`config.mk`:
```
export PLATFORM = sky130hd
export DESIGN_NAME = alu_share_arbiter
export DESIGN_NICKNAME = d
export VERILOG_FILES = /design/src/rtl/alu_pkg.sv /design/src/rtl/rr_arbiter2.sv /design/src/rtl/alu_share_arbiter.sv
export SDC_FILE = /design/constraint.sdc
export NUM_CORES = 1
export LEC_CHECK = 0
export ABC_AREA = 1
export CORE_MARGIN = 3
export CORE_UTILIZATION = 35
export CTS_BUF_LIST = sky130_fd_sc_hd__clkbuf_8
export DETAILED_ROUTE_END_ITERATION = 7
export GPL_TIMING_DRIVEN = 0
export PLACE_DENSITY = 0.76
export SLEW_MARGIN = 20
export SYNTH_ARGS = -nofsm -noshare
export SYNTH_HDL_FRONTEND = slang
export SYNTH_SLANG_ARGS = --single-unit
```
`constraint.sdc`:
```
create_clock -name clk -period 3.7 [get_ports clk]
set_input_delay 0.925 -clock clk [delete_from_list [all_inputs] [get_ports clk]]
set_output_delay 0.925 -clock clk [all_outputs]
set_load 0.005 [all_outputs]
```
`src/rtl/alu_pkg.sv`:
```
// Shared ALU control encodings, arbiter FSM states and the legal-opcode helper
// used by the ALU share arbiter.
package alu_pkg;

  localparam int ALU_CTL_W = 4;

  localparam logic [ALU_CTL_W-1:0] ALU_AND = 4'd0;
  localparam logic [ALU_CTL_W-1:0] ALU_OR  = 4'd1;
  localparam logic [ALU_CTL_W-1:0] ALU_ADD = 4'd2;
  localparam logic [ALU_CTL_W-1:0] ALU_SUB = 4'd6;
  localparam logic [ALU_CTL_W-1:0] ALU_SLT = 4'd7;
  localparam logic [ALU_CTL_W-1:0] ALU_NOR = 4'd12;

  typedef enum logic [1:0] {ARB_IDLE, ARB_EXEC, ARB_RESP} arb_state_t;

  function automatic logic is_legal_aluctl(input logic [ALU_CTL_W-1:0] ctl);
    return ctl inside {ALU_AND, ALU_OR, ALU_ADD, ALU_SUB, ALU_SLT, ALU_NOR};
  endfunction

endpackage

```
`src/rtl/rr_arbiter2.sv`:
```
// Two-way combinational arbiter: grants the port that was not granted last on a
// conflict, or port 0 when fixed priority is selected.
module rr_arbiter2 (
  input  logic [1:0] req,
  input  logic       last,
  input  logic       fixed,
  output logic [1:0] grant_onehot,
  output logic       grant_id
);

  always_comb begin
    grant_id = 1'b0;
    case (req)
      2'b01:   grant_id = 1'b0;
      2'b10:   grant_id = 1'b1;
      2'b11:   grant_id = fixed ? 1'b0 : ~last;
      default: grant_id = 1'b0;
    endcase
    grant_onehot = (req == 2'b00) ? 2'b00 : (grant_id ? 2'b10 : 2'b01);
  end

endmodule

```
`src/rtl/alu_share_arbiter.sv`:
```
// Shares one combinational ALU between two requesters, one op in flight at a time.
// Define ALU_OPCHECK_EN to flag illegal ALUctl codes through rsp_err.
module alu_share_arbiter
  import alu_pkg::*;
#(
  parameter int DATA_W     = 32,
  parameter int CTL_W      = 4,
  parameter int FIXED_PRIO = 0
) (
  input  logic                   clk,
  input  logic                   reset,
  input  logic [1:0]             req_valid,
  output logic [1:0]             req_ready,
  input  logic [1:0][CTL_W-1:0]  req_ctl,
  input  logic [1:0][DATA_W-1:0] req_a,
  input  logic [1:0][DATA_W-1:0] req_b,
  input  logic [1:0]             req_ztest,
  output logic [CTL_W-1:0]       alu_ctl,
  output logic [DATA_W-1:0]      alu_a,
  output logic [DATA_W-1:0]      alu_b,
  output logic                   alu_ztest,
  input  logic [DATA_W-1:0]      alu_out,
  input  logic                   alu_zero,
  output logic                   rsp_valid,
  output logic                   rsp_id,
  output logic [DATA_W-1:0]      rsp_result,
  output logic                   rsp_zero,
  output logic                   rsp_err,
  input  logic                   rsp_ready
);

  arb_state_t       state;
  logic             last_id;
  logic             cur_id;
  logic             op_err;
  logic [1:0]       grant_onehot;
  logic             grant_id;
  logic [CTL_W-1:0] sel_ctl;
  logic             bad_op;

  rr_arbiter2 u_arb (
    .req          (req_valid),
    .last         (last_id),
    .fixed        (FIXED_PRIO != 0),
    .grant_onehot (grant_onehot),
    .grant_id     (grant_id)
  );

  assign req_ready = (state == ARB_IDLE) ? grant_onehot : 2'b00;
  assign sel_ctl   = req_ctl[grant_id];

`ifdef ALU_OPCHECK_EN
  assign bad_op = !is_legal_aluctl(ALU_CTL_W'(sel_ctl));
`else
  assign bad_op = 1'b0;
`endif

  // Illegal ops still run through the ALU as a harmless AND; the response is forced to zero.
  always_ff @(posedge clk or posedge reset) begin
    if (reset) begin
      state      <= ARB_IDLE;
      last_id    <= 1'b1;
      cur_id     <= 1'b0;
      op_err     <= 1'b0;
      alu_ctl    <= '0;
      alu_a      <= '0;
      alu_b      <= '0;
      alu_ztest  <= 1'b0;
      rsp_valid  <= 1'b0;
      rsp_id     <= 1'b0;
      rsp_result <= '0;
      rsp_zero   <= 1'b0;
      rsp_err    <= 1'b0;
    end else begin
      case (state)
        ARB_IDLE: begin
          if (|req_valid) begin
            alu_ctl   <= bad_op ? CTL_W'(ALU_AND) : sel_ctl;
            alu_ztest <= bad_op ? 1'b0 : req_ztest[grant_id];
            alu_a     <= req_a[grant_id];
            alu_b     <= req_b[grant_id];
            cur_id    <= grant_id;
            last_id   <= grant_id;
            op_err    <= bad_op;
            state     <= ARB_EXEC;
          end
        end
        ARB_EXEC: begin
          rsp_valid  <= 1'b1;
          rsp_id     <= cur_id;
          rsp_result <= op_err ? '0 : alu_out;
          rsp_zero   <= op_err ? 1'b0 : alu_zero;
          rsp_err    <= op_err;
          state      <= ARB_RESP;
        end
        ARB_RESP: begin
          if (rsp_ready) begin
            rsp_valid <= 1'b0;
            state     <= ARB_IDLE;
          end
        end
        default: state <= ARB_IDLE;
      endcase
    end
  end

endmodule

```
# --- Word level (Yosys, flattened, before mapping) ---
# Index checks and enable logic that the tools add are counted.
word_totals:
  reg_bits: 108
  latch_bits: 0
  ram_bits: 0
  mem_bits_ro: 0
  output_inout_bits: 107
  word_cells: 43
  mem_count: 0
classes:
  n_addsub: 0
  mul: 0
  div_mod_pow: 0
  n_lt_le_gt_ge: 1
  eq_ne: 6
  n_shift: 0
  muxes: 17
  n_bitwise: 1
  reduce_logical: 7
op_table:
  columns: ["cell", "count"]
  rows:
  - ["32-bit two-way mux", 4]
  - ["2-bit two-way mux", 5]
  - ["4-bit two-way mux", 2]
  - ["2-bit == test, second input constant", 3]
  - ["2-bit one-hot mux with 3 select lines", 1]
  - ["2-bit AND reduction", 3]
  - ["2-bit logical NOT", 2]
  - ["1-bit one-hot mux with 2 select lines", 2]
  - ["1-bit two-way mux", 3]
  - ["2-bit by 1-bit == test with 1-bit output, second input constant", 1]
  - ["1-bit by 2-bit less-than comparator with 1-bit output, second input constant", 1]
  - ["2-bit by 1-bit inequality test with 1-bit output, second input constant", 1]
  - ["2-bit inequality test, second input constant", 1]
  - ["2-bit nonzero test", 1]
  - ["2-bit OR reduction", 1]
  - ["1-bit NOT", 1]

# --- Longest topological paths before layout ---
depth:
  word_depth: 5
  mapped_depth: 7

# --- Modules after synthesis ---
# A second synthesis with hierarchy kept.
hier_totals:
  cells_unflattened: 699
  area_unflattened_um2: 5142.4
modules_own_cells:
  columns: ["module", "instances", "cells_per_inst", "area_per_inst_um2", "seq_area_each_um2"]
  rows:
  - ["alu_share_arbiter", 1, 689, 5103.6, 2703.8]
  - ["rr_arbiter2", 1, 10, 38.8, 0.0]

# --- Worst setup path after synthesis ---
# OpenSTA, ideal clock, no wires.
synth_path:
  kind: "in2out"
  start: "input req_valid[1]"
  end: "output req_ready[0]"
  arrival_time_ns: 1.631
  path_slack_ns: 1.144
  cell_stages: 6
  n_path_buf: 2
  cell_sequence: "buf_2 > nor2_2 > nor2_4 > inv_2 > buf_2 > nor2_1"
synth_between:
  elab_chain_cells: 5
synth_lines:
  columns: ["item", "line_no", "rtl"]
  rows:
  - ["start, declared", "alu_share_arbiter.sv:12", "input logic [1:0] req_valid,"]
  - ["2-bit == test", "rr_arbiter2.sv:13", "case (req)"]
  - ["1-bit one-hot mux with 2 select lines", "rr_arbiter2.sv:13", null]
  - ["2-bit two-way mux", "rr_arbiter2.sv:19", "grant_onehot = (req == 2'b00) ? 2'b00 : (grant_id ? 2'b10 : 2'b01);"]
  - ["2-bit two-way mux (*)", "rr_arbiter2.sv:19", null]
  - ["2-bit two-way mux (*)", "alu_share_arbiter.sv:49", "assign req_ready = (state == ARB_IDLE) ? grant_onehot : 2'b00;"]
  - ["end, declared", "alu_share_arbiter.sv:13", "output logic [1:0] req_ready,"]
# Mark *: on every way between the ends. The rest lies on a longest branch, timed or not.

# --- Worst setup path after layout ---
layout_path:
  start: "input req_valid[0]"
  end: "output req_ready[0]"
# The elaborated chain is that of the path after synthesis.

==> results.cfg <==
[sta]
slew_violations = 0
period_share = 0.948
hold_violations = 0
min_period_ns = 3.51
fin_skew_ns = 0.0111
worst_slack_ns = 0.194
worstMarginPinSlew_ns = 0.570
relSlewSlack = 0.619
whs_ns = 0.479
rsz0062_at_grt = no
fmax_ghz = 0.285
setup_viol = 0

[global_routing]
grt_pass1_vias = 5040
use_met3 = 0.0504
met1_usage = 0.268
busiest_layer = met2
met2_usage = 0.351
track_usage = 0.207
overflow = 0
grt_antenna_before_repair = 0
grt_pass1_wl_mm = 26.8
grt_start_max_net_pins = 34

[pwr]
clkPwrFrac = 0.117
sw_frac_of_total = 0.371
p_leak_nw = 4.25
p_sw_mw = 2.14
ir_worst_vdd_v = 0.000343
seq_power_share = 0.362
power_density_nw_per_um2 = 678
power_frac_comb = 0.521
intPower_mw = 3.63

[placed_design]
port_buffers = 280
gp_congestion = 0.819
dp_hpwl_mm = 13.4
dp_slack_ns = -0.138

[cells_and_area]
n_antenna_cell = 0
syn_to_final_growth_pct = 62.8
fill_cells = 1341
final_common_cell = nand2_1
layout-drive-gt1-share = 0.0566
mostFrequentLayoutCells = nand2_1 (353), clkdlybuf4s50_1 (280), dfrtp_1 (107), nand3_1 (70), inv_1 (56)
regArea_um2 = 2700
nNetsFinal = 1161
multiInputGateArea_um2 = 2110

[clock_network]
cts_tree = built
cts_num_sinks = 108
htreeDepth = 3
path_clk_slew_ns = 0.10
clk_path_buf_depth = 2
hold_buffers = 0
clkLatencyLatePin_ns = 0.38
cts_root_buffer = clkbuf_8
cts_buffers = 9

[worst_setup_path]
path_max_fanout = 10
cp-end-kind = output port
arrival_ns = 2.58
cp_data_required_time_ns = 2.77
crit_type = in -> out
reg2reg_setup_slack_ns = 2.15
start_kind = input port

[drt]
drt_wl_total_mm = 17.5
viasPerCell = 4.55
drt_iter0_markers = 239
dr.pass1.iters = 5
drc_errors = 0
wire_per_inst_um = 14.9
vias = 5338
ant_nets = 0

[logic_synthesis]
yosysUniqueCellTypes = 16
synth_warnings = 0
ys_ff_latch = 108
yosysSeqAreaShare = 0.518
synthCells = 691
synth.net_count = 867
syn_area_per_cell_um2 = 7.55
synth_area_um2 = 5220

[die]
ios = 283
die_w_um = 128
core-area_um2 = 14600
die_area_um2 = 16400
initial_core_util = 0.358
num_rows = 44
dieHeight_um = 128

[status]
status = completed

[min_path]
min_path_type = reg -> reg

[job]
drv_cap = 0
## stage by stage
stage                     cells  TNS (ns)   util  cell area, um2  power [mW]
after floorplan             691         0      -            5220        3.33
after global placement     1155    -0.139  0.566            8260        5.06
after detailed placement   1158    -0.138  0.570            8320        5.13
after CTS                  1175         0  0.583            8500        5.84
after global routing       1174         0  0.582            8500        6.19
final                      1174         0  0.582            8500        5.76
## state kept, by name, summed over array words and instances (netlist names), 2 cells and up
| register | flops |
|---|---|
| alu_ctl | 4 |
| alu_b | 32 |
| rsp_result | 32 |
| state | 2 |
| alu_a | 32 |
## power groups by stage
stage | sequential [mW] | clock [mW] | combinational (mW)
after floorplan | 2.13 | 0 | 1.20
after global placement | 2.08 | 0 | 2.98
after detailed placement | 2.10 | 0 | 3.03
after CTS | 2.08 | 0.694 | 3.06
after global routing | 2.14 | 0.740 | 3.31
final | 2.08 | 0.674 | 3.00
## worst paths after layout
path                       cells past startpoint            from              to
setup / recovery                               7    req_valid[0]    req_ready[0]
hold / removal                                 2  rsp_result[22]  rsp_result[22]
setup reg to reg                               6         last_id       alu_b[12]
hold reg to reg                                2  rsp_result[22]  rsp_result[22]
max in group asynchronous                      4           reset        alu_b[7]
min in group asynchronous                      2           reset  rsp_result[22]
## cell families after synthesis
family | Yosys count | share of synthesized area
and+or+nand+nor | 478 | 0.398
DFF | 108 | 0.518
other | 1 | 0.000718
AOI/OAI and AO/OA | 4 | 0.00384
buffers and inverters | 100 | 0.0796
## worst max-delay path, stage by stage
cell	delay, ns
clkdlybuf4s50_1	0.52
nor2_2	0.06
nor2_4	0.12
inv_2	0.11
buf_2	0.21
nor2_1	0.10
clkdlybuf4s50_1	0.52
## synthesized netlist by cell type
library cell  number  area (um2)
clkbuf_1          13        48.8
inv_2              3        11.3
conb_1             1        3.75
nand2_1          354        1330
nand3b_1          48         360
dfrtp_1          107        2680
nor2_4             1        11.3
nand2_2            1        6.26
o21ai_0            4        20.0
nor2_2             2        12.5
buf_4              1        7.51
dfstp_2            1        26.3
nor2_1             2        7.51
nand3_1           70         350
inv_1             54         203
buf_2             29         145
## area by class of cell
class                   instances  share of cell area
well taps                     184              0.0271
clock inverters                 6             0.00383
clock buffers                  10              0.0162
flip-flops and latches        108               0.318
multi-input cells             483               0.248
repair buffers                284               0.338
inverters                      57              0.0256
plain buffers                  42              0.0231
## repair_timing
item | 4_1_cts | 5_1_grt
pin swaps | 1 | 0
setup buffers | 1 | 0
endpoints found under the setup margin | 1 | 1
endpoints found under the hold margin | 0 | 0
resized for setup | 2 | 0
## metal layers
layer / share of wire / vias to the layer above
met4: 0.017 / 0
met3: 0.062 / 24
li1: - / 2696
met5: 0 / -
met1: 0.43 / 2443
met2: 0.49 / 175
No activity file was read; power rests on OpenSTA's default activity.
==> edit 1 (config.mk and constraints unchanged) <==
The option `ALU_OPCHECK_EN` is turned on by a define.
--- a/src/rtl/alu_share_arbiter.sv
+++ b/src/rtl/alu_share_arbiter.sv
@@ -2,2 +2,4 @@
 // Define ALU_OPCHECK_EN to flag illegal ALUctl codes through rsp_err.
+`define ALU_OPCHECK_EN
+
 module alu_share_arbiter
Function: changed (Yosys sat finds a counterexample within 4 cycles, from zero or initial values and one cycle with reset high).
==> edit 1 against the unedited design <==
Final area down 5.0%. Worst setup slack got worse by 0.046 ns. Sequential cell count grew 2. Synthesized cell count fell by 25%. Clock power increased by 14%. Routed wire length fell by 6.5%. Area after synthesis down 9.7%. Total power shrank 1.5%. Register-to-register slack got worse by 0.08 ns. Cell count shrank 16%. Critical endpoint is now req_ready[1]. Largest cell class unchanged.
==> edit 1: results <==
[layout]
clkbuf_count = 12
multi_input_cells = 358
buffer_area_share_pct = 38.7
drive_gt1_share_pct = 7.08
inv_count = 15
final_util_pct = 62.7
n_fill_cell = 1054
multi_input_area_share_pct = 21.0
final_cells = 991
sh_seq_area_pct = 34.1
clkCellAreaFrac_pct = 2.70
n_all_buffers = 320

[min_path]
worstHoldStart = "last_id$_DFFE_PP1P_"
min_to = "last_id$_DFFE_PP1P_"
worstHoldPathCells = 2

[route]
wl_met2_um = 8240
wl_met1_um = 6030
first_pass_iters = 4
topRoutingLayerUsed = "met5"
met3_length_um = 1740
first_iter_violations = 247
dr_total_vias = 4767
finalWirelength_um = 16300

[placed_design]
dpl.cell_count = 973
gp_congestion = 0.811
pre_cts_ws_ns = 0.00229
placed_area_um2 = 7840
dp_hpwl_um = 12900
port_buffers = 281

[grt]
antenna_found_initial = 1
grtUsageTotal_pct = 21.5
grt_util_met1_pct = 24.5
grt_use_met3_pct = 7.38
first_global_vias = 4860
grt_pass1_wl_um = 24900
grt_max_degree = 32
grtUsageMet2_pct = 37.7

[synthesis]
async_flop_share_pct = 100
ys_top_cells_by_area = "dfrtp_1 (58%), nand2_1 (12%), o21ai_1 (6.4%), a22o_1 (6.1%), nor2_1 (3.9%)"
synth_cells = 516
synth_warnings = 0
synthDistinctLibCells = 21
yosys-top-cells-count = "nand2_1 (145), dfrtp_1 (109), o21ai_1 (60)"
seq_area_frac_synth_pct = 58.4
synth_nets = 692

[critical_path]
r2r_slack_ns = 2.07
worstPathArrival_ns = 2.63
r2r_end = "alu_ctl[0]$_DFFE_PP0P_"
rr_worst_depth = 8

[power]
power.leakage_nw = 3.56
ir_worst_vdd_uv = 301

[outcome]
status = "completed"

[clock_network]
cts.sinks = 110
clockRootBuffer = "clkbuf_8"

[sta]
finClkSkew_ns = 0.00922
final.min_clock_period_ns = 3.55
worst_slew_margin_rel_pct = 67.7
hold_slack_ns = 0.477

[floorplan]
fp.dieArea_um2 = 14900
edit 1: cell types whose count changed in the layout (fill, tap and decap cells not counted), moves of 4 or more:
cell	unedited run	this run
nor2_1	2	49
nand2_1	353	145
nand3_1	70	31
buf_4	2	6
clkbuf_1	13	9
a22o_1	0	33
buf_6	0	7
nand3b_1	48	1
inv_1	56	9
buf_2	28	13
o21ai_1	0	60
o21ai_0	4	32
edit 1: worst max path at each step:
stage               depth (start not counted)            to         start
finish                                      8  req_ready[1]  req_valid[0]
global route                                8  req_ready[1]  req_valid[0]
CTS                                         8  req_ready[1]  req_valid[0]
detailed placement                          8  req_ready[1]  req_valid[0]
global placement                            8  req_ready[1]  req_valid[0]
floorplan                                   6  req_ready[1]  req_valid[1]
edit 1: what timing repair did:
| action | 4_1_cts | 5_1_grt |
|---|---|---|
| cloned | 0 | 0 |
| endpoints found under the setup margin | 1 | 1 |
| pin swaps | 0 | 1 |
| hold buffers | 0 | 0 |
| buffers inserted | 0 | 2 |
| resized for setup | 1 | 0 |
edit 1: cells by family (layout without fill, tap and decap cells):
| kind of cell | count (synthesis) | count (layout) | synth area share, % |
|---|---|---|---|
| buf+inv | 48 | 351 | 5.60 |
| compound gates | 126 | 126 | 16.0 |
| simple gates | 232 | 232 | 20.0 |
| flops | 110 | 110 | 58.4 |
edit 1: critical path: stages:
cell             delay [ns]
clkdlybuf4s50_1        0.45
nand2_2                0.14
nand2_4                0.10
inv_4                  0.12
nand2_1                0.12
inv_2                  0.09
buf_4                  0.16
clkdlybuf4s50_1        0.51
edit 1: where the power goes:
group	total [mW]	internal (mW)	switching (mW)	leakage, nW
registers	2.07	1.76	0.309	1.37
clock network	0.769	0.372	0.397	0.113
logic	2.83	1.61	1.22	2.07
total	5.67	3.74	1.93	3.56
==> edit 2 (config.mk and constraints unchanged) <==
Made on the original files. Reset style: synchronous (`reset`), changed in one clocked block.
--- a/src/rtl/alu_share_arbiter.sv
+++ b/src/rtl/alu_share_arbiter.sv
@@ -58,3 +58,3 @@
   // Illegal ops still run through the ALU as a harmless AND; the response is forced to zero.
-  always_ff @(posedge clk or posedge reset) begin
+  always_ff @(posedge clk) begin
     if (reset) begin
Behaviour: differs if reset is asserted again (counterexample within 4 cycles, from zero or initial values and one cycle with reset high); with reset held inactive, the same outputs for 4 cycles.
==> edit 2 against the unedited design <==
Routed wire length decreased by 0.61%. Die area down 7.4%. Synthesized cell count rose by 1.9%. Via count grew 3.2%. Final area decreased by 5.7%. Global-route usage up 1.1 points. Highest routed layer unchanged. Sequential cell count unchanged. Worst setup slack lost 0.13 ns. Area after synthesis is 7.8% lower. Register-to-register slack improved by 0.02 ns.
Power is not compared: it rests on default switching activity, and its combinational part moved more than twofold at a synthesized area within 25%.
==> edit 2: results <==
[route]
first_iter_violations = 192
dr_total_vias = 5509
first_pass_iters = 4
finalWirelength_um = 17400

[placed_design]
port_buffers = 279
gp_congestion = 0.831
dp_hpwl_um = 13600
pre_cts_ws_ns = -0.126

[critical_path]
slowest_delay_ns = 0.55
r2r_slack_ns = 2.17
r2r_end = "alu_b[21]$_SDFFE_PP0P_"
regToRegStartpoint = "last_id$_SDFFE_PP1P_"
worstPathArrival_ns = 2.72

[synthesis]
synthDistinctLibCells = 21
yosys-top-cells-count = "nand2_1 (237), dfxtp_1 (108), a21oi_1 (71), nor2_1 (71), nand3_1 (70)"
synth_ff_type = "dfxtp_1"
synth_compound_area_share_pct = 11.2
synth_nets = 880
async_flop_share_pct = 0
seq_area_frac_synth_pct = 44.9
ys_top_cells_by_area = "dfxtp_1 (45%), nand2_1 (18%), a21oi_1 (7.4%), nand3_1 (7.3%), nor2_1 (5.5%)"

[grt]
grt_max_degree = 19
grtUsageTotal_pct = 21.8
first_global_vias = 5091
grt_pass1_wl_um = 25900

[layout]
n_fill_cell = 1286
drive_gt1_share_pct = 5.41

[sta]
worst_slew_pin_slew_ns = 0.567
finClkSkew_ns = 0.0103
hold_slack_ns = 0.465

[min_path]
min_to = "alu_ztest$_SDFFE_PP0P_"

[outcome]
status = "completed"
edit 2: cell types whose count changed after synthesis, sizes merged, moves of 2 or more:
cell	delta
inv	-31
clkinv	+2
clkbuf	+6
dfrtp	-107
nand3b	-26
a21oi	+71
nand2	-115
buf	+5
nor2	+69
dfxtp	+108
o21ai	+31
edit 2: cells by family (layout without fill, tap and decap cells):
group           Yosys count  count (layout)
simple gates            406             406
compound gates          107             107
buf+inv                  82             376
flops                   108             108
other cells               1               1
edit 2: worst max path at each step:
stage                    to  slack (ns)  depth (start not counted)
3_3_place_gp   req_ready[0]       -0.13                          7
4_1_cts        req_ready[0]        0.03                          7
2_1_floorplan  req_ready[0]        1.10                          6
3_5_place_dp   req_ready[0]       -0.13                          7
5_1_grt        req_ready[1]       -0.03                          7
6_report       req_ready[0]        0.06                          7
edit 2: metal layers:
metal	vias up	part of all wire (%)	GRT usage, %
met5	-	0	0
li1	2820	-	-
met4	0	1.9	6.71
met3	21	10	8.01
met2	221	49	38.9
met1	2447	39	24.1
edit 2: area by class of cell:
cell class | count | area, µm² | area share, %
Timing Repair Buffer | 279 | 2790 | 34.8
Multi-Input combinational cell | 514 | 2280 | 28.4
Sequential cell | 108 | 2160 | 27.0
Buffer | 53 | 267 | 3.33
Tap cell | 176 | 220 | 2.75
Clock buffer | 10 | 138 | 1.72
Inverter | 28 | 110 | 1.37
Clock inverter | 6 | 47.5 | 0.593
edit 2: power by group:
part           switching (mW)  total (mW)  internal, mW
Clock                   0.420       0.689         0.269
Sequential             0.0582        1.34          1.28
Combinational           0.395       0.889         0.495
Total                   0.873        2.91          2.04
edit 2: timing repair:
item | in CTS | in global routing
pin swaps | 0 | 0
endpoints found under the setup margin | 2 | 1
cloned | 0 | 0
resized for setup | 2 | 0
